**src/rtl/hazard_pkg.sv**
```systemverilog
// Shared constants for the hazard control unit and its branch tracker.
package hazard_pkg;

   localparam int STARVE_W   = 4;
   localparam int LD_CLASS   = 0;
   localparam int ALU_CLASS  = 1;
   localparam int MULT_CLASS = 2;

   // Width needed to hold 0..max_br unresolved branches.
   function automatic int br_cnt_w(input int max_br);
      return $clog2(max_br + 1);
   endfunction

endpackage

```
**src/rtl/hazard_ctrl_unit_if.sv**
```systemverilog
// Bundle of pipeline-side signals seen by the hazard control unit.
// master: pipeline/memory side, slave: the hazard unit itself.
interface hazard_ctrl_if #(
   parameter int NUM_RS = 3,
   parameter int MAX_BR = 2
);
   import hazard_pkg::*;

   localparam int BR_W = br_cnt_w(MAX_BR);

   logic [NUM_RS-1:0] rs_full;
   logic              rob_full;
   logic              lb_full;
   logic              is_valid_inst;
   logic [NUM_RS-1:0] is_class;
   logic              is_branch;
   logic              br_resolve;
   logic              branch_misprediction;
   logic              commit_wr_mem;
   logic              lb_read_mem;
   logic              Dmem_wait;
   logic [NUM_RS-1:0] wb_valid;
   logic [NUM_RS-1:0] wb_written;
   logic              acu_wr_mem;
   logic              acu_rd_mem;

   logic              if_mem_hazard;
   logic              if_enable;
   logic              if_is_enable;
   logic              if_is_flush;
   logic              rob_enable;
   logic [NUM_RS-1:0] rs_enable;
   logic [NUM_RS-1:0] rs_exec_stall;
   logic [NUM_RS-1:0] wb_enable;
   logic              lb_exec_stall;
   logic [BR_W-1:0]   br_count;
   logic              br_full;
   logic              starve_grant;

   modport master (
      output rs_full, rob_full, lb_full, is_valid_inst, is_class, is_branch,
             br_resolve, branch_misprediction, commit_wr_mem, lb_read_mem,
             Dmem_wait, wb_valid, wb_written, acu_wr_mem, acu_rd_mem,
      input  if_mem_hazard, if_enable, if_is_enable, if_is_flush, rob_enable,
             rs_enable, rs_exec_stall, wb_enable, lb_exec_stall, br_count,
             br_full, starve_grant
   );

   modport slave (
      input  rs_full, rob_full, lb_full, is_valid_inst, is_class, is_branch,
             br_resolve, branch_misprediction, commit_wr_mem, lb_read_mem,
             Dmem_wait, wb_valid, wb_written, acu_wr_mem, acu_rd_mem,
      output if_mem_hazard, if_enable, if_is_enable, if_is_flush, rob_enable,
             rs_enable, rs_exec_stall, wb_enable, lb_exec_stall, br_count,
             br_full, starve_grant
   );

endinterface

```
**src/rtl/hazard_ctrl_unit_branch_tracker.sv**
```systemverilog
// Counts unresolved branches in flight; flush clears, inc/dec saturate.
module branch_tracker #(
   parameter int MAX_BR = 2,
   parameter int CNT_W  = 2
) (
   input  logic             clock,
   input  logic             reset,
   input  logic             inc,
   input  logic             dec,
   input  logic             flush,
   output logic [CNT_W-1:0] br_count,
   output logic             br_full
);

   localparam logic [CNT_W-1:0] CNT_MAX = CNT_W'(MAX_BR);

   logic [CNT_W-1:0] br_count_d, br_count_q;
   logic             br_full_d, br_full_q;

   // Next count: flush wins, simultaneous inc/dec cancel, ends saturate.
   always_comb begin
      br_count_d = br_count_q;
      if (flush) begin
         br_count_d = '0;
      end else if (inc && !dec) begin
         if (br_count_q != CNT_MAX) br_count_d = br_count_q + 1'b1;
      end else if (dec && !inc) begin
         if (br_count_q != '0) br_count_d = br_count_q - 1'b1;
      end
      br_full_d = (br_count_d == CNT_MAX);
   end

   // Count and full flag register together so the stall lands next cycle.
   always_ff @(posedge clock) begin
      if (reset) begin
         br_count_q <= '0;
         br_full_q  <= 1'b0;
      end else begin
         br_count_q <= br_count_d;
         br_full_q  <= br_full_d;
      end
   end

   assign br_count = br_count_q;
   assign br_full  = br_full_q;

   // The dispatch stall on br_full and the resolve rules should make these unreachable.
   a_no_overflow : assert property (@(posedge clock) disable iff (reset)
      !(inc && !dec && !flush && br_count_q == CNT_MAX));
   a_no_underflow : assert property (@(posedge clock) disable iff (reset)
      !(dec && !inc && !flush && br_count_q == '0));

endmodule

```
**src/rtl/hazard_ctrl_unit.sv**
```systemverilog
// Stall/enable generation for IF/IS, reservation stations, FU writeback
// registers and the load buffer, with multi-branch tracking and a guard
// that stops load-buffer reads from starving instruction fetch.
module hazard_ctrl_unit
   import hazard_pkg::*;
#(
   parameter int NUM_RS       = 3,
   parameter int LD_RS        = LD_CLASS,
   parameter int BR_RS        = ALU_CLASS,
   parameter int MAX_BR       = 2,
   parameter int STARVE_LIMIT = 4
) (
   input  logic          clock,
   input  logic          reset,
   hazard_ctrl_if.slave  hif
);

   localparam int BR_W = br_cnt_w(MAX_BR);

   logic              class_err;
   logic              is_stall;
   logic              is_enable;
   logic [NUM_RS-1:0] rs_en;
   logic [NUM_RS-1:0] wb_en;
   logic [NUM_RS-1:0] exec_stall;
   logic              lb_hit;
   logic              mem_hazard;
   logic              lb_only;
   logic              br_inc;
   logic              br_dec;
   logic [BR_W-1:0]   br_count;
   logic              br_full;

   logic [STARVE_W-1:0] starve_cnt_d, starve_cnt_q;
   logic                starve_grant_d, starve_grant_q;

   // Issue-side stall: a malformed class is treated as a stall, never a dispatch.
   always_comb begin
      class_err = hif.is_valid_inst & ~$onehot(hif.is_class);
      is_stall  = hif.rob_full | (|(hif.is_class & hif.rs_full))
                | (hif.is_branch & br_full) | class_err;
      is_enable = ~is_stall & hif.is_valid_inst & ~hif.branch_misprediction;
      rs_en     = {NUM_RS{is_enable}} & hif.is_class;
   end

   // FU output registers and issue-to-FU stalls; the load class also waits on the LB.
   always_comb begin
      wb_en             = ~hif.wb_valid | hif.wb_written;
      exec_stall        = ~wb_en;
      exec_stall[LD_RS] = (hif.acu_wr_mem & ~wb_en[LD_RS]) | (hif.acu_rd_mem & hif.lb_full);
   end

   // Memory port arbitration between fetch, committing stores and load reads.
   always_comb begin
      lb_hit     = hif.lb_read_mem & ~hif.Dmem_wait & ~starve_grant_q;
      mem_hazard = hif.commit_wr_mem | lb_hit;
      lb_only    = lb_hit & ~hif.commit_wr_mem & ~is_stall;
   end

   // A branch held in exec by a busy writeback register is only counted on release.
   always_comb begin
      br_inc = hif.is_branch & rs_en[BR_RS];
      br_dec = hif.br_resolve & ~exec_stall[BR_RS];
   end

   branch_tracker #(
      .MAX_BR (MAX_BR),
      .CNT_W  (BR_W)
   ) u_branch_tracker (
      .clock    (clock),
      .reset    (reset),
      .inc      (br_inc),
      .dec      (br_dec),
      .flush    (hif.branch_misprediction),
      .br_count (br_count),
      .br_full  (br_full)
   );

   // Run length of lb-only fetch blocks; at the limit, grant fetch one cycle and restart.
   always_comb begin
      starve_cnt_d   = '0;
      starve_grant_d = 1'b0;
      if (!starve_grant_q && lb_only) begin
         if (starve_cnt_q == STARVE_W'(STARVE_LIMIT - 1)) starve_grant_d = 1'b1;
         else starve_cnt_d = starve_cnt_q + 1'b1;
      end
   end

   // Starvation guard state.
   always_ff @(posedge clock) begin
      if (reset) begin
         starve_cnt_q   <= '0;
         starve_grant_q <= 1'b0;
      end else begin
         starve_cnt_q   <= starve_cnt_d;
         starve_grant_q <= starve_grant_d;
      end
   end

   assign hif.if_mem_hazard = mem_hazard;
   assign hif.if_enable     = ~(mem_hazard | is_stall);
   assign hif.if_is_enable  = ~is_stall;
   assign hif.if_is_flush   = hif.branch_misprediction | (mem_hazard & ~is_stall);
   assign hif.rob_enable    = is_enable;
   assign hif.rs_enable     = rs_en;
   assign hif.rs_exec_stall = exec_stall;
   assign hif.wb_enable     = wb_en;
   assign hif.lb_exec_stall = hif.commit_wr_mem | ~wb_en[LD_RS] | hif.Dmem_wait | starve_grant_q;
   assign hif.br_count      = br_count;
   assign hif.br_full       = br_full;
   assign hif.starve_grant  = starve_grant_q;

endmodule
```
**src/flat_wrapper.sv**
```systemverilog
// flat-port wrapper written by rule: the top's interface ports become plain ports
module hazard_ctrl_unit_flat import hazard_pkg::*;
#(
   parameter int NUM_RS       = 3,
   parameter int LD_RS        = LD_CLASS,
   parameter int BR_RS        = ALU_CLASS,
   parameter int MAX_BR       = 2,
   parameter int STARVE_LIMIT = 4
)
  (clock, reset, hif_rs_full, hif_rob_full, hif_lb_full, hif_is_valid_inst, hif_is_class, hif_is_branch, hif_br_resolve, hif_branch_misprediction, hif_commit_wr_mem, hif_lb_read_mem, hif_Dmem_wait, hif_wb_valid, hif_wb_written, hif_acu_wr_mem, hif_acu_rd_mem, hif_if_mem_hazard, hif_if_enable, hif_if_is_enable, hif_if_is_flush, hif_rob_enable, hif_rs_enable, hif_rs_exec_stall, hif_wb_enable, hif_lb_exec_stall, hif_br_count, hif_br_full, hif_starve_grant);
  hazard_ctrl_if #(.NUM_RS(NUM_RS), .MAX_BR(MAX_BR)) hif_i ();
  input  logic clock;
  input  logic reset;
  input wire logic [$bits(hif_i.rs_full)-1:0] hif_rs_full;
  input wire logic [$bits(hif_i.rob_full)-1:0] hif_rob_full;
  input wire logic [$bits(hif_i.lb_full)-1:0] hif_lb_full;
  input wire logic [$bits(hif_i.is_valid_inst)-1:0] hif_is_valid_inst;
  input wire logic [$bits(hif_i.is_class)-1:0] hif_is_class;
  input wire logic [$bits(hif_i.is_branch)-1:0] hif_is_branch;
  input wire logic [$bits(hif_i.br_resolve)-1:0] hif_br_resolve;
  input wire logic [$bits(hif_i.branch_misprediction)-1:0] hif_branch_misprediction;
  input wire logic [$bits(hif_i.commit_wr_mem)-1:0] hif_commit_wr_mem;
  input wire logic [$bits(hif_i.lb_read_mem)-1:0] hif_lb_read_mem;
  input wire logic [$bits(hif_i.Dmem_wait)-1:0] hif_Dmem_wait;
  input wire logic [$bits(hif_i.wb_valid)-1:0] hif_wb_valid;
  input wire logic [$bits(hif_i.wb_written)-1:0] hif_wb_written;
  input wire logic [$bits(hif_i.acu_wr_mem)-1:0] hif_acu_wr_mem;
  input wire logic [$bits(hif_i.acu_rd_mem)-1:0] hif_acu_rd_mem;
  output wire logic [$bits(hif_i.if_mem_hazard)-1:0] hif_if_mem_hazard;
  output wire logic [$bits(hif_i.if_enable)-1:0] hif_if_enable;
  output wire logic [$bits(hif_i.if_is_enable)-1:0] hif_if_is_enable;
  output wire logic [$bits(hif_i.if_is_flush)-1:0] hif_if_is_flush;
  output wire logic [$bits(hif_i.rob_enable)-1:0] hif_rob_enable;
  output wire logic [$bits(hif_i.rs_enable)-1:0] hif_rs_enable;
  output wire logic [$bits(hif_i.rs_exec_stall)-1:0] hif_rs_exec_stall;
  output wire logic [$bits(hif_i.wb_enable)-1:0] hif_wb_enable;
  output wire logic [$bits(hif_i.lb_exec_stall)-1:0] hif_lb_exec_stall;
  output wire logic [$bits(hif_i.br_count)-1:0] hif_br_count;
  output wire logic [$bits(hif_i.br_full)-1:0] hif_br_full;
  output wire logic [$bits(hif_i.starve_grant)-1:0] hif_starve_grant;
  assign hif_i.rs_full = hif_rs_full;
  assign hif_i.rob_full = hif_rob_full;
  assign hif_i.lb_full = hif_lb_full;
  assign hif_i.is_valid_inst = hif_is_valid_inst;
  assign hif_i.is_class = hif_is_class;
  assign hif_i.is_branch = hif_is_branch;
  assign hif_i.br_resolve = hif_br_resolve;
  assign hif_i.branch_misprediction = hif_branch_misprediction;
  assign hif_i.commit_wr_mem = hif_commit_wr_mem;
  assign hif_i.lb_read_mem = hif_lb_read_mem;
  assign hif_i.Dmem_wait = hif_Dmem_wait;
  assign hif_i.wb_valid = hif_wb_valid;
  assign hif_i.wb_written = hif_wb_written;
  assign hif_i.acu_wr_mem = hif_acu_wr_mem;
  assign hif_i.acu_rd_mem = hif_acu_rd_mem;
  assign hif_if_mem_hazard = hif_i.if_mem_hazard;
  assign hif_if_enable = hif_i.if_enable;
  assign hif_if_is_enable = hif_i.if_is_enable;
  assign hif_if_is_flush = hif_i.if_is_flush;
  assign hif_rob_enable = hif_i.rob_enable;
  assign hif_rs_enable = hif_i.rs_enable;
  assign hif_rs_exec_stall = hif_i.rs_exec_stall;
  assign hif_wb_enable = hif_i.wb_enable;
  assign hif_lb_exec_stall = hif_i.lb_exec_stall;
  assign hif_br_count = hif_i.br_count;
  assign hif_br_full = hif_i.br_full;
  assign hif_starve_grant = hif_i.starve_grant;
  hazard_ctrl_unit #(.NUM_RS(NUM_RS), .LD_RS(LD_RS), .BR_RS(BR_RS), .MAX_BR(MAX_BR), .STARVE_LIMIT(STARVE_LIMIT)) u_core (.clock(clock), .reset(reset), .hif(hif_i));
endmodule
```
**config.mk**
```make
export PLATFORM = sky130hd
export DESIGN_NAME = hazard_ctrl_unit_flat
export DESIGN_NICKNAME = d
export VERILOG_FILES = /design/src/rtl/hazard_pkg.sv /design/src/rtl/hazard_ctrl_unit_if.sv /design/src/rtl/hazard_ctrl_unit_branch_tracker.sv /design/src/rtl/hazard_ctrl_unit.sv /design/src/flat_wrapper.sv
export SDC_FILE = /design/constraint.sdc
export NUM_CORES = 1
export LEC_CHECK = 0
export ABC_AREA = 1
export CAP_MARGIN = 20
export CORE_ASPECT_RATIO = 1.1
export CORE_MARGIN = 2
export CORE_UTILIZATION = 33
export CTS_CLUSTER_SIZE = 10
export DETAILED_ROUTE_END_ITERATION = 8
export PLACE_DENSITY = 0.79
export RECOVER_POWER = 100
export SYNTH_ARGS = -nofsm -noshare
export SYNTH_HDL_FRONTEND = slang
export SYNTH_SLANG_ARGS = --single-unit
```
**constraint.sdc**
```tcl
create_clock -name clock -period 2.25 [get_ports clock]
set_input_delay 0.45 -clock clock [delete_from_list [all_inputs] [get_ports clock]]
set_output_delay 0.45 -clock clock [all_outputs]
set_load 0.02 [all_outputs]
```
Word-level counts from Yosys, hierarchy flattened. Cells that the tools add are included.

Register bits: 8. Latch bits: 0. Memory bits (writable): 0. Bits in read-only memories: 0. Output and inout bits: 19. Logic and storage cells: 67. Memories kept: 0.

Add/sub/neg operators: 5. Multiply operators: 0. Div/mod/pow operators: 0. Order comparisons: 0. Equal/unequal tests: 4. Shifts and indexed selects: 0. Muxes and demuxes: 6. Bitwise operators: 38. Reduce and logical (&&, ||, !) cells: 10.

Operator list (number): 1-bit bitwise AND (13); 2-bit 2-to-1 mux (5); 1-bit NOT (10); 1-bit OR (10); 3-bit bitwise AND (2); 3-bit NOT (2); 3-bit OR reduction (2); 4-bit by 1-bit adder with 4-bit output (second input constant) (1); 4-bit by 2-bit == test with 1-bit output (second input constant) (1); 1-bit logical AND (3); 1-bit zero test (3); 3-bit OR (1); 1-bit by 1-bit adder with 2-bit output (1); 2-bit by 1-bit adder with 2-bit output (1); 2-bit by 1-bit adder with 2-bit output (second input constant) (1); 2-bit by 1-bit == test with 1-bit output (second input constant) (1); 2-bit == test (second input constant) (1); 2-bit inequality test (second input constant) (1); 2-bit nonzero test (1); 2-bit OR reduction (1); 2-bit by 1-bit subtractor with 2-bit output (second input constant) (1); 1-bit 2-to-1 mux (1).

Depth between registers and ports, before layout. Gate-level depths: netlist of the first run.

Word-level depth: 17. Depth in mapped cells: 12. Mapped depth without buffers: 12.

By module. From an unflattened synthesis of the first run, not the netlist that was laid out.

Cell total of the unflattened synthesis: 97. Area, all modules: 621.8 um^2.

By module, submodules not included: hazard_ctrl_unit (instances 1, cells each 68, area each 419.2 um^2, seq. area each 100.1 um^2); branch_tracker (instances 1, cells each 29, area each 202.7 um^2, seq. area each 60.1 um^2).

Worst setup path before layout of the first run. OpenSTA, ideal clock, no wires.

Path kind: input-to-output. Start point: input port hif_is_class[0]. End point: output port hif_if_is_flush. Data arrival time: 1943 ps. Data required time: 1800 ps. Setup slack: -143 ps. Cell stages on the path: 7. Path buffers: 0. Cells stage by stage: fa_1 nand2_1 nand2_1 nand2_1 nor2_4 inv_1 o21ai_0.

Cells in the longest elaborated chain, start to end: 9. Elaborated cells between the ends (all ways): 13. Classes of those cells: 2 x add/sub; 1 x eq/ne; 9 x bitwise; 1 x reduce/logical.

Ends and longest elaborated chain: start, declared (RTL line flat_wrapper.sv:18) `input wire logic [$bits(hif_i.is_class)-1:0] hif_is_class;`; 1-bit by 1-bit adder with 2-bit output (not written as such) (RTL line hazard_ctrl_unit.sv:39) `class_err = hif.is_valid_inst & ~$onehot(hif.is_class);`; 2-bit by 1-bit adder with 2-bit output (not written as such) (RTL line hazard_ctrl_unit.sv:39); 2-bit by 1-bit == test with 1-bit output (RTL line hazard_ctrl_unit.sv:39); 1-bit NOT (RTL line hazard_ctrl_unit.sv:39); 1-bit bitwise AND (RTL line hazard_ctrl_unit.sv:39); 1-bit OR * (RTL line hazard_ctrl_unit.sv:41) `| (hif.is_branch & br_full) | class_err;`; 1-bit NOT *; net hif_if_is_enable (RTL line flat_wrapper.sv:31) `output wire logic [$bits(hif_i.if_is_enable)-1:0] hif_if_is_enable;`; 1-bit bitwise AND * (RTL line hazard_ctrl_unit.sv:103) `assign hif.if_is_flush = hif.branch_misprediction | (mem_hazard & ~is_stall);`; 1-bit OR * (RTL line hazard_ctrl_unit.sv:103); end, declared (RTL line flat_wrapper.sv:32) `output wire logic [$bits(hif_i.if_is_flush)-1:0] hif_if_is_flush;`.

Mark *: on every way through the listed nets, which the timed path passes. The rest lies on a longest branch.

Final worst setup path of the first run.
Start point: input port hif_is_class[2]. End point: output port hif_if_is_flush.

Cells in the longest elaborated chain, start to end: 8. Elaborated cells between the ends (all ways): 12. Classes of those cells: 1 x add/sub; 1 x eq/ne; 9 x bitwise; 1 x reduce/logical.

Ends and longest elaborated chain (RTL line): 2-bit by 1-bit adder with 2-bit output (not written as such) or 3-bit bitwise AND (tied branches) (hazard_ctrl_unit.sv:39, hazard_ctrl_unit.sv:40); 2-bit by 1-bit == test with 1-bit output or 3-bit OR reduction (tied branches) (hazard_ctrl_unit.sv:39, hazard_ctrl_unit.sv:40); 1-bit NOT or 1-bit OR (tied branches) (hazard_ctrl_unit.sv:39, hazard_ctrl_unit.sv:40); 1-bit bitwise AND or 1-bit OR (tied branches) (hazard_ctrl_unit.sv:39, hazard_ctrl_unit.sv:41); 1-bit OR * (hazard_ctrl_unit.sv:41); 1-bit NOT * (hazard_ctrl_unit.sv:103); 1-bit bitwise AND * (hazard_ctrl_unit.sv:103); 1-bit OR * (hazard_ctrl_unit.sv:103).

Every way passes the cells marked *; elsewhere a longest branch is shown, timed or not.

==> results.toml, run 1 <==
[run_status]
status = "finished, final reports clean"

[cells_and_area]
n_antenna_cell = 0
nNetsFinal = 188
drive_above_1_share_pct = 28.8
final_cell_mix = "clkdlybuf4s50_1, inv_1, buf_4"
fin_util_pct = 70.5
syn2layout_area_growth_pct = 103
final_cell_area_sq_mm = 0.00124
final_common_cell = "clkdlybuf4s50_1"
fillers = 149

[clock_network]
cts_made_buffers = 3
clock_latency_ns = 0.26
htree_levels = 1
cts_root_buf = "clkbuf_4"
clk_pin_slew_worst_paths_ns = 0.05
clock_sinks = 8
cts_hold_repair.buffers = 0
cts_tree = "yes"
clockBufferDepth = 2

[floorplan]
rows = 16
die_w_um = 45.0
die-area_sq_mm = 0.00221
initial_utilization_pct = 34.7
die_h_um = 49.1
fp.coreArea_sq_mm = 0.00176
io_pins = 44

[sta]
slew_violations = 0
clock_skew_ns = 0.00562
fmax_mhz = 452
final.setup.worst_slack_ns = 0.0380
setup_viol = 0
hold_viol = 0
maxSlewHeadroom_pct = 78.5
final.min_clock_period_ns = 2.21
period_share_pct = 98.3
tightestPinTransition_ns = 0.319
rsz0062_at_grt = "yes"

[power]
p_leak_uw = 0.000630
ir_worst_vdd_v = 0.000284
powerDensity_mw_per_mm2 = 333

[global_route]
grt-ovfl-total = 0
antenna_found_initial = 0
grt_first_pass_wirelength_um = 2920
track_usage_pct = 17.5
grt_max_degree = 5
grt_pass1_vias = 743

[synthesis]
synth_fp_nets = 123
ys_types = 22
synthTopCellsByArea = "dfxtp_1, inv_1, nand2_1"
synth_area_per_cell_sq_um = 6.57
syn_area_sq_um = 611
synthCells = 93
synth-seq-area-share_pct = 26.2
synth_area_leader_cell = "dfxtp_1"
synth_warnings = 0
ys_ff_latch = 8
yosysTopAreaCellShare_pct = 26.2

[detailed_routing]
ant_nets = 0
routed_via_density = 4.55
drc = 0
vias = 792
wl_per_cell_um = 10.8
wirelength_um = 1880
first_iter_violations = 16
dr.pass1.iters = 4

[setup_path]
critical_path.top_delay_family = "adder cells"
worstPathRequired_ns = 1.80
cp_cell_sequence = "buf_6 > fa_1 > nand2_1 > nand2_1 > nand2_2 > nor2_4 > inv_2 > o21ai_2 > buf_6"
crit_path_start_kind = "input port"
path_buf_inv = 3
crit_path_end_kind = "output pin"
cp_data_arrival_time_ns = 1.76
crit_type = "input port to output pin"
cp_slowest_cell = "fa_1"
slowest_delay_ns = 0.53
crit_fanout = 4

[placed_design]
port_buffers = 43
dp_hpwl_um = 1560
placedInstanceArea_sq_mm = 0.00118
place_ws_ns = -0.848
routabilityCongestion = 0.756

[flow_run]
maxCapViolations = 0

[min_path]
hp-class = "flip-flop to flip-flop"
## final timing paths
kind	cells after the start	end	from	slack, ns
max	9	hif_if_is_flush	hif_is_class[2]	0.04
min	1	u_core.starve_cnt_q[0]	u_core.starve_cnt_q[0]	0.45
max reg2reg	8	u_core.starve_cnt_q[2]	u_core.u_branch_tracker.br_full	0.72
min reg2reg	1	u_core.starve_cnt_q[0]	u_core.starve_cnt_q[0]	0.45
## stage by stage
step                TNS (ns)  instances  total power (uW)  hold WS [ns]
global route         -0.0389        174               443         0.490
floorplan                  0         93               202         0.418
finish                     0        174               413         0.450
CTS                        0        174               413         0.455
detailed placement     -8.17        170               303         0.449
global placement       -7.20        170               300         0.427
## cell type report
class / instances / area [sq um] / area share, %
inverter: 23 / 86.3 / 6.96
timing repair buffer: 60 / 552 / 44.5
clock buffer: 3 / 22.5 / 1.81
tap: 18 / 22.5 / 1.81
multi-input combinational: 62 / 398 / 32.1
sequential: 8 / 160 / 12.9
## timing repair
item,in CTS,in global routing
gates resized for setup,49,17
endpoints found under the setup margin,15,9
setup buffers,1,0
pin swaps,6,6
## cells in the mapped netlist
library cell and number:
dfxtp_1 8, inv_1 23, nor2_4 1, a21oi_1 2, a21oi_2 1, nor2_1 17
nor4_2 1, nand4_2 1, nand3b_1 1, xor2_1 1, nor3_2 1, nor3_1 1
or2_2 2, nand4_1 2, fa_1 1, ha_1 4, nand3_1 4, nand3_2 1
nor2_2 1, nand2_1 18, o21ai_0 1, a32o_1 1
## worst reg2reg max path: stages (launching register included)
cell and delay (ns):
dfxtp_1 0.31, nand2_1 0.07, nand3_2 0.14, nor2_4 0.19, inv_2 0.07, buf_4 0.13
nor4_1 0.24, nand2_1 0.18, a21oi_2 0.13
## state kept, by name, indices dropped and copies added (netlist names)
| signal | flops |
|---|---|
| u_core.starve_cnt_q | 4 |
| u_core.hif.starve_grant | 1 |
| u_core.u_branch_tracker.br_count | 2 |
| u_core.u_branch_tracker.br_full | 1 |
## cells by family after synthesis
logic type	share of synthesized area, %
compound gates	5.53
xor+xnor	1.43
fa+ha+maj	11.5
buf+inv	14.1
flops	26.2
simple gates	41.2
## where the power goes
part,total (uW),leakage [uW],switching [uW],internal (uW)
registers,145,0.0000646,1.15,144
logic,161,0.000552,71.5,89.4
clock network,108,0.0000138,46.6,60.9
## layer usage
metal	up-vias	share of wire (%)	wire, um	track usage, %
met5	-	0	0	0
met2	27	50	941	28.3
met4	0	1.5	29	8.82
met3	3	5.8	109	3.33
met1	353	43	799	21.4
li1	409	-	-	-
Note: power is estimated with default switching activity, not from simulation.
==> inputs of run 2 (changes only) <==
Settings changed: CORE_MARGIN 2 to unset.
==> run 2 against run 1 <==
Compared with the run above:
- clock power about the same
- utilization increased by 2.6 points
- clock-buffer cell count unchanged
- final cell count fell by 0.57%
- maximum frequency decreased by 1.4%
- sequential cell count stayed put
- sequential power about the same
- largest power group unchanged
- sequential share of layout area grew 0.37 points
- combinational power is 4% lower
- critical path type unchanged
- clock skew fell by 0.0037 ns
==> results.toml, run 2 (same netlist as run 1, synthesis figures left out) <==
[run_status]
status = "finished, final reports clean"

[floorplan]
die_w_um = 43.0
die_h_um = 47.1
fp.coreArea_sq_mm = 0.00165
io_pins = 44
initial_utilization_pct = 37.0
rows = 15
die-area_sq_mm = 0.00203

[sta]
maxSlewHeadroom_pct = 81.8
whs_ns = 0.446
period_share_pct = 99.7
hold_viol = 0
tightestPinTransition_ns = 0.270
slew_violations = 0
setup_viol = 0
fmax_mhz = 446
final.min_clock_period_ns = 2.24
setup-tns-final_ns = 0
rsz0062_at_grt = "yes"
final.setup.worst_slack_ns = 0.00710
clock_skew_ns = 0.00195

[setup_path]
cp_slowest_cell = "fa_1"
crit_path_end_kind = "output pin"
cp_cell_sequence = "buf_6 > fa_1 > nand2_1 > nand2_1 > nand2_2 > nor2_4 > inv_2 > o21ai_1 > buf_4"
cp_common_cell = "nand2_1"
r2r_cells = 9
worstPathRequired_ns = 1.80
crit_fanout = 4
r2r_slack_ns = 0.71
r2r-start = "u_core.u_branch_tracker.br_full"
crit_path_start_kind = "input port"
slowest_delay_ns = 0.53
r2r_end = "u_core.starve_cnt_q[2]"
cp_data_arrival_time_ns = 1.79
crit_type = "input port to output pin"

[cells_and_area]
n_antenna_cell = 0
syn2layout_area_growth_pct = 97.5
drive_above_1_share_pct = 28.8
fin_cells = 173
nNetsFinal = 188
fillers = 132
final_cell_area_sq_mm = 0.00121
final_common_cell = "clkdlybuf4s50_1"
largest_register_ffs = 4
regMostFlops = "u_core.starve_cnt_q"
final_cell_mix = "clkdlybuf4s50_1, inv_1, buf_4"

[clock_network]
cts_tree = "yes"
clockBufferDepth = 2
cts_root_buf = "clkbuf_4"
cts_hold_repair.buffers = 0
htree_levels = 1
clk_pin_slew_worst_paths_ns = 0.05
cts_made_buffers = 3
clock_sinks = 8
clock_latency_ns = 0.25

[placed_design]
port_buffers = 43
routabilityCongestion = 0.848
dp_cells = 168
place_ws_ns = -0.797
placedInstanceArea_sq_mm = 0.00117
dp_hpwl_um = 1490

[min_path]
hp-class = "flip-flop to flip-flop"
holdPathEnd = "u_core.starve_cnt_q[0]"
min_path_cells = 1
worstHoldStart = "u_core.starve_cnt_q[0]"

[power]
clock_power_share_pct = 26.5
ir_worst_vdd_v = 0.000314
p_leak_uw = 0.000620
switching_share_pct = 28.5
p_seq_share_pct = 35.4
power_frac_comb_pct = 38.1
p_sw_uw = 116
powerDensity_mw_per_mm2 = 338
internal-power_uw = 292

[global_route]
grt_max_degree = 5
grt_pass1_vias = 708
antenna_found_initial = 0
track_usage_pct = 18.0
grt_first_pass_wirelength_um = 2700
grt-ovfl-total = 0

[detailed_routing]
ant_nets = 0
vias = 790
dr.pass1.iters = 4
drc = 0
routed_via_density = 4.57
wirelength_um = 1750
first_iter_violations = 9
wl_per_cell_um = 10.1

[flow_run]
maxCapViolations = 0
-- run 2: layout make-up --
class                           instances  area, sq um  share of cell area, %
Multi-Input combinational cell         62          384                   31.8
Timing Repair Buffer                   60          532                   44.1
Inverter                               23         86.3                   7.16
Tap cell                               17         21.3                   1.76
Sequential cell                         8          160                   13.3
Clock buffer                            3         22.5                   1.87
-- run 2: worst max-delay path by stage --
| stage | to | slack (ns) | start | cells past startpoint |
|---|---|---|---|---|
| floorplan | hif_if_is_flush | 0.01 | hif_is_class[0] | 7 |
| global placement | hif_rs_enable[1] | -0.77 | hif_is_class[0] | 9 |
| detailed placement | hif_rs_enable[1] | -0.80 | hif_is_class[0] | 9 |
| CTS | hif_rs_enable[0] | 0.01 | hif_is_class[2] | 9 |
| global route | hif_if_is_flush | -0.05 | hif_is_class[0] | 9 |
| finish | hif_if_is_flush | 0.007 | hif_is_class[0] | 9 |
-- run 2: routing by layer --
layer | track usage, % | share of wire, %
met1 | 19.1 | 43
met4 | 9.09 | 0.80
met3 | 2.31 | 7.4
met2 | 35.5 | 49
met5 | 0 | 0
-- run 2: metrics by stage --
step | power (uW) | utilization (%)
global placement | 298 | 71.1
CTS | 414 | 72.3
floorplan | 202 | -
finish | 408 | 73.0
detailed placement | 301 | 71.1
global route | 433 | 73.0
-- run 2: power by group through the flow --
stage | Combinational (uW) | Clock (uW) | Sequential (uW)
global placement | 151 | 0 | 148
global route | 168 | 121 | 144
CTS | 155 | 115 | 144
finish | 155 | 108 | 144
detailed placement | 154 | 0 | 148
floorplan | 52.5 | 0 | 149
-- run 2: critical path, delay by kind of cell --
family / cells / cell delay [ns]
AOI/OAI and AO/OA: 1 / 0.12
and+or+nand+nor: 4 / 0.38
buffers and inverters: 3 / 0.32
adders and majority gates: 1 / 0.53
-- run 2: timing repair --
item | 4_1_cts | 5_1_grt
pin swaps | 5 | 5
endpoints found under the setup margin | 15 | 7
buffers inserted | 2 | 0
gates resized for setup | 50 | 6
==> RTL edit 1, RTL diff (config.mk and constraints of run 2) <==
Set the package constant `STARVE_W` to 3 (it was 4).
--- a/src/rtl/hazard_pkg.sv
+++ b/src/rtl/hazard_pkg.sv
@@ -1,7 +1,7 @@
 // Shared constants for the hazard control unit and its branch tracker.
 package hazard_pkg;
 
-   localparam int STARVE_W   = 4;
+   localparam int STARVE_W   = 3;
    localparam int LD_CLASS   = 0;
    localparam int ALU_CLASS  = 1;
    localparam int MULT_CLASS = 2;
Formal check against the unedited RTL: same outputs for any inputs over 10 cycles, from zero or initial values and one cycle with reset high; that may be too few to reach the edited logic, so the function may still have changed.
==> RTL edit 1 against run 2 <==
- sequential cell count is 1 lower
- total power is 2.3% lower
- setup slack better by 41 ps
- fmax is 1.9% higher
- critical endpoint is now hif_lb_exec_stall
- hold slack worse by 19 ps
- largest cell class unchanged
- routed wire length is 0.74% higher
- highest routed layer is now met3
- area after synthesis is 0.20% higher
- non-clock buffer count is 4 lower
- design area is 4.8% lower
- count of clock-buffer cells in the layout stayed put
- sequential power is 11% lower
==> RTL edit 1: results (changes against run 2) <==
Outcome
  • Status: finished, final reports clean

Placement
  • Detailed placement HPWL: 1.57 mm (+5.4%)
  • DP Worst Slack: -817 ps (-20.3 ps)

Timing
  • Slew HR: 0.746 (-0.0726)
  • Clock skew: 0.193 ps (-1.76 ps)
  • Worst hold margin: 427 ps (-18.6 ps)

Global route
  • First-pass GRT wire length: 2.77 mm (+2.6%)
  • Largest net degree at the start of global routing: 6 (+1)
  • GRT Total Usage: 0.179 (-0.000730)

Finish
  • Share of cells above drive strength 1: 0.265 (-0.0239)
  • Layout Cells excl Fill: 172 (-0.58%)
  • # fillers: 141 (+6.8%)

Synth
  • Post-synthesis xor/xnor area fraction: 0 (-0.0143)
  • Area contributors post-synth: dfxtp_1 (23%), inv_1 (18%), ha_1 (10%), nand2_1 (9.8%), nor2_1 (9.8%)
  • Post-Synth Adder-Cell Area: 0.135 (+0.0202)
  • Synth cell count leaders: inv_1 (29), nand2_1 (16), nor2_1 (16)
  • Seq/Total Area, Yosys: 0.229 (-0.0333)
  • Net Count, Synth: 126 (+2.4%)

Setup path
  • Critical Path Start: hif_Dmem_wait
  • Max incr delay on CP: 600 ps (+70 ps)

Power and ir drop
  • Leak pwr: 0.615 nW (-0.83%)
  • VDD IR max: 0.377 mV (+20%)

Route
  • Drt via density: 4.44 (-2.7%)
  • Final WL: 1.76 mm (+0.74%)

Clock network
  • Resize count post-CTS: 44 (-12%)
-- RTL edit 1: per-layer routing --
layer,share of wire,track usage
met3,0.066,0.0346
met5,0,0
met2,0.53,0.348
met1,0.41,0.200
met4,0,0.0545
-- RTL edit 1: layout make-up --
cell class | count | area share
Clock buffer | 3 | 0.0196
Clock inverter | 1 | 0.00436
Inverter | 29 | 0.0948
Multi-Input combinational cell | 59 | 0.318
Sequential cell | 7 | 0.122
Tap cell | 17 | 0.0185
Timing Repair Buffer | 56 | 0.423
-- RTL edit 1: worst max-delay path: cells and delay by family --
family / cells / cell delay (ps)
and+or+nand+nor: 2 / 120
buffers and inverters: 3 / 1180
-- RTL edit 1: power groups by stage --
stage	logic, W	registers [W]	clock network (W)
6_report	0.000162	0.000128	0.000109
3_3_place_gp	0.000161	0.000131	0
5_1_grt	0.000175	0.000128	0.000124
3_5_place_dp	0.000166	0.000131	0
2_1_floorplan	0.0000633	0.000133	0
4_1_cts	0.000161	0.000128	0.000115
==> RTL edit 2, RTL diff (settings of run 2) <==
Without the edit above. Reset style: asynchronous (`reset`), changed in 2 clocked blocks.
--- a/src/rtl/hazard_ctrl_unit_branch_tracker.sv
+++ b/src/rtl/hazard_ctrl_unit_branch_tracker.sv
@@ -31,7 +31,7 @@
    end
 
    // Count and full flag register together so the stall lands next cycle.
-   always_ff @(posedge clock) begin
+   always_ff @(posedge clock or posedge reset) begin
       if (reset) begin
          br_count_q <= '0;
          br_full_q  <= 1'b0;
--- a/src/rtl/hazard_ctrl_unit.sv
+++ b/src/rtl/hazard_ctrl_unit.sv
@@ -87,7 +87,7 @@
    end
 
    // Starvation guard state.
-   always_ff @(posedge clock) begin
+   always_ff @(posedge clock or posedge reset) begin
       if (reset) begin
          starve_cnt_q   <= '0;
          starve_grant_q <= 1'b0;
Behaviour: differs if reset is asserted again (counterexample within 4 cycles, from zero or initial values and one cycle with reset high); with reset held inactive, the same outputs for 10 cycles.
==> RTL edit 2 against run 2 <==
- clock skew up 1.4 ps
- design area down 0.10%
- setup slack better by 39 ps
- fmax up 1.8%
- routed wire length up 9.9%
- critical path type unchanged
- area after synthesis up 8.6%
- sequential cell count unchanged
- total power down 0.67%
==> RTL edit 2: results (changes against run 2) <==
Outcome
  • Status: finished, final reports clean

Finish
  • ANT cells: 0 (unchanged)
  • Max FFs per register: 4 (unchanged)
  • Share of cells above drive strength 1: 0.229 (-0.0597)
  • Number of nets in the layout: 185 (-1.6%)
  • Biggest register: u_core.starve_cnt_q

Placement
  • DP Worst Slack: -891 ps (-94.1 ps)
  • Placed cells: 175 (+4.2%)
  • I/O Buffers: 43 (unchanged)
  • Placer Congestion: 0.767 (-9.5%)
  • Detailed placement HPWL: 1.61 mm (+8.5%)

Route
  • Met3 WL: 138 um (+7.0%)
  • Final WL: 1.92 mm (+9.9%)
  • DR top layer: met4
  • Drt via density: 4.54 (-0.48%)
  • Met2 Wirelength: 1.04 mm (+21%)
  • Starting DRT DRC Count: 15 (+6)
  • WL met1: 726 um (-2.4%)
  • Pre-antenna DRT Iters: 4 (unchanged)
  • Per-cell routed wire length: 10.7 um (+5.6%)

Timing
  • Final Critical Period: 2200 ps (-39.4 ps)
  • Clock skew: 3.36 ps (+1.41 ps)
  • Max-slew violations: 0 (unchanged)
  • Slew @ Worst Pin: 306 ps (+36.0 ps)

Clock network
  • Clk slew on worst S/H paths: 50 ps (about the same)
  • Longest Clk Path Bufs: 2 (unchanged)
  • Clock Latency Late Sink: 250 ps (about the same)
  • Num CTS Buffers: 3 (unchanged)
  • H-tree levels: 1 (unchanged)
  • Root Driver: clkbuf_4

Hold path
  • Hold Crit Class: register to register

Synth
  • Synth Warn #: 0 (unchanged)
  • Net Count, Synth: 126 (+2.4%)
  • Post-Synthesis Cells: 96 (+3.2%)
  • Seq/Total Area, Yosys: 0.302 (+0.0396)
  • Area contributors post-synth: dfrtp_1 (30%), inv_1 (14%), nand2_1 (10%), ha_1 (7.5%), nor2_1 (7.4%)
  • FFs w/ async S/R, synth: 1.00 (+1.00)
  • Top_reg_cell synth: dfrtp_1
  • Count of cell types in the netlist: 23 (+4.5%)
  • Synth cell count leaders: inv_1 (25), nand2_1 (18), nor2_1 (13)

Global route
  • GRT Total Usage: 0.188 (+0.00791)
  • Initial antenna violation count: 0 (unchanged)
  • Vias in the first global route: 751 (+6.1%)
  • First-pass GRT wire length: 3.10 mm (+15%)
  • Largest net degree at the start of global routing: 9 (+4)

Power and ir drop
  • VDD IR max: 0.385 mV (+23%)
  • Leak pwr: 0.645 nW (+4.0%)
  • Psw: 0.000120 W (+3.1%)

Setup path
  • CP Max Fanout: 2 (-2)
  • Arr. time, crit path: 1750 ps (-40 ps)
[RTL edit 2: final timing paths]
kind / depth (start not counted) / slack (ps) / to / from
setup reg to reg: 12 / 720 / u_core.u_branch_tracker.br_count[1]$_DFF_PP0_ / u_core.u_branch_tracker.br_full$_DFF_PP0_
hold / removal: 1 / 480 / u_core.starve_cnt_q[0]$_DFF_PP0_ / u_core.starve_cnt_q[0]$_DFF_PP0_
hold reg to reg: 1 / 480 / u_core.starve_cnt_q[0]$_DFF_PP0_ / u_core.starve_cnt_q[0]$_DFF_PP0_
setup / recovery: 9 / 50 / hif_if_is_flush / hif_is_class[1]
max in group asynchronous: 2 / 1430 / u_core.hif.starve_grant$_DFF_PP0_ / reset
min in group asynchronous: 2 / 580 / u_core.u_branch_tracker.br_count[0]$_DFF_PP0_ / reset
[RTL edit 2: through the flow]
stage	hold WS, ps	TNS [ps]
after floorplan	266	0
after global placement	459	-6010
after detailed placement	481	-7290
after CTS	451	0
after global routing	516	-65.8
final	479	0
[RTL edit 2: area by class of cell]
cell class	instances	area (sq um)
fillers	172	637
multi-input cells	63	379
repair buffers	54	475
inverters	25	93.8
flip-flops and latches	8	200
clock buffers	3	22.5
well taps	27	33.8
[RTL edit 2: power by group through the flow]
stage          clock [W]  sequential (W)  combinational (W)
2_1_floorplan          0        0.000151          0.0000595
3_3_place_gp           0        0.000150           0.000152
3_5_place_dp           0        0.000150           0.000156
4_1_cts         0.000111        0.000147           0.000151
5_1_grt         0.000117        0.000148           0.000163
6_report        0.000107        0.000147           0.000151
[RTL edit 2: cell families (layout without fill, tap and decap cells)]
logic type,count (synthesis),count (layout),synth area share
buffers and inverters,25,82,0.142
DFF,8,8,0.302
AOI/OAI and AO/OA,6,6,0.0660
adders and majority gates,5,5,0.106
xor gates and xnor gates,1,1,0.0132
and+or+nand+nor,51,51,0.372
[RTL edit 2: critical path, stage by stage]
cell	delay [ps]
buf_6	100
fa_1	540
nand2_1	70
nand2_1	80
nand2_2	80
nor2_4	120
inv_2	40
o21ai_1	120
buf_4	150
[RTL edit 2: what timing repair did]
item	in CTS	in global routing
pin swaps	6	6
endpoints found under the setup margin	9	6
setup buffers	1	1
gates resized for setup	46	9
[RTL edit 2: metal layers]
layer | up-vias | track usage
met5 | - | 0
met4 | 0 | 0.0505
met3 | 4 | 0.0370
met2 | 32 | 0.350
met1 | 368 | 0.206
li1 | 414 | -
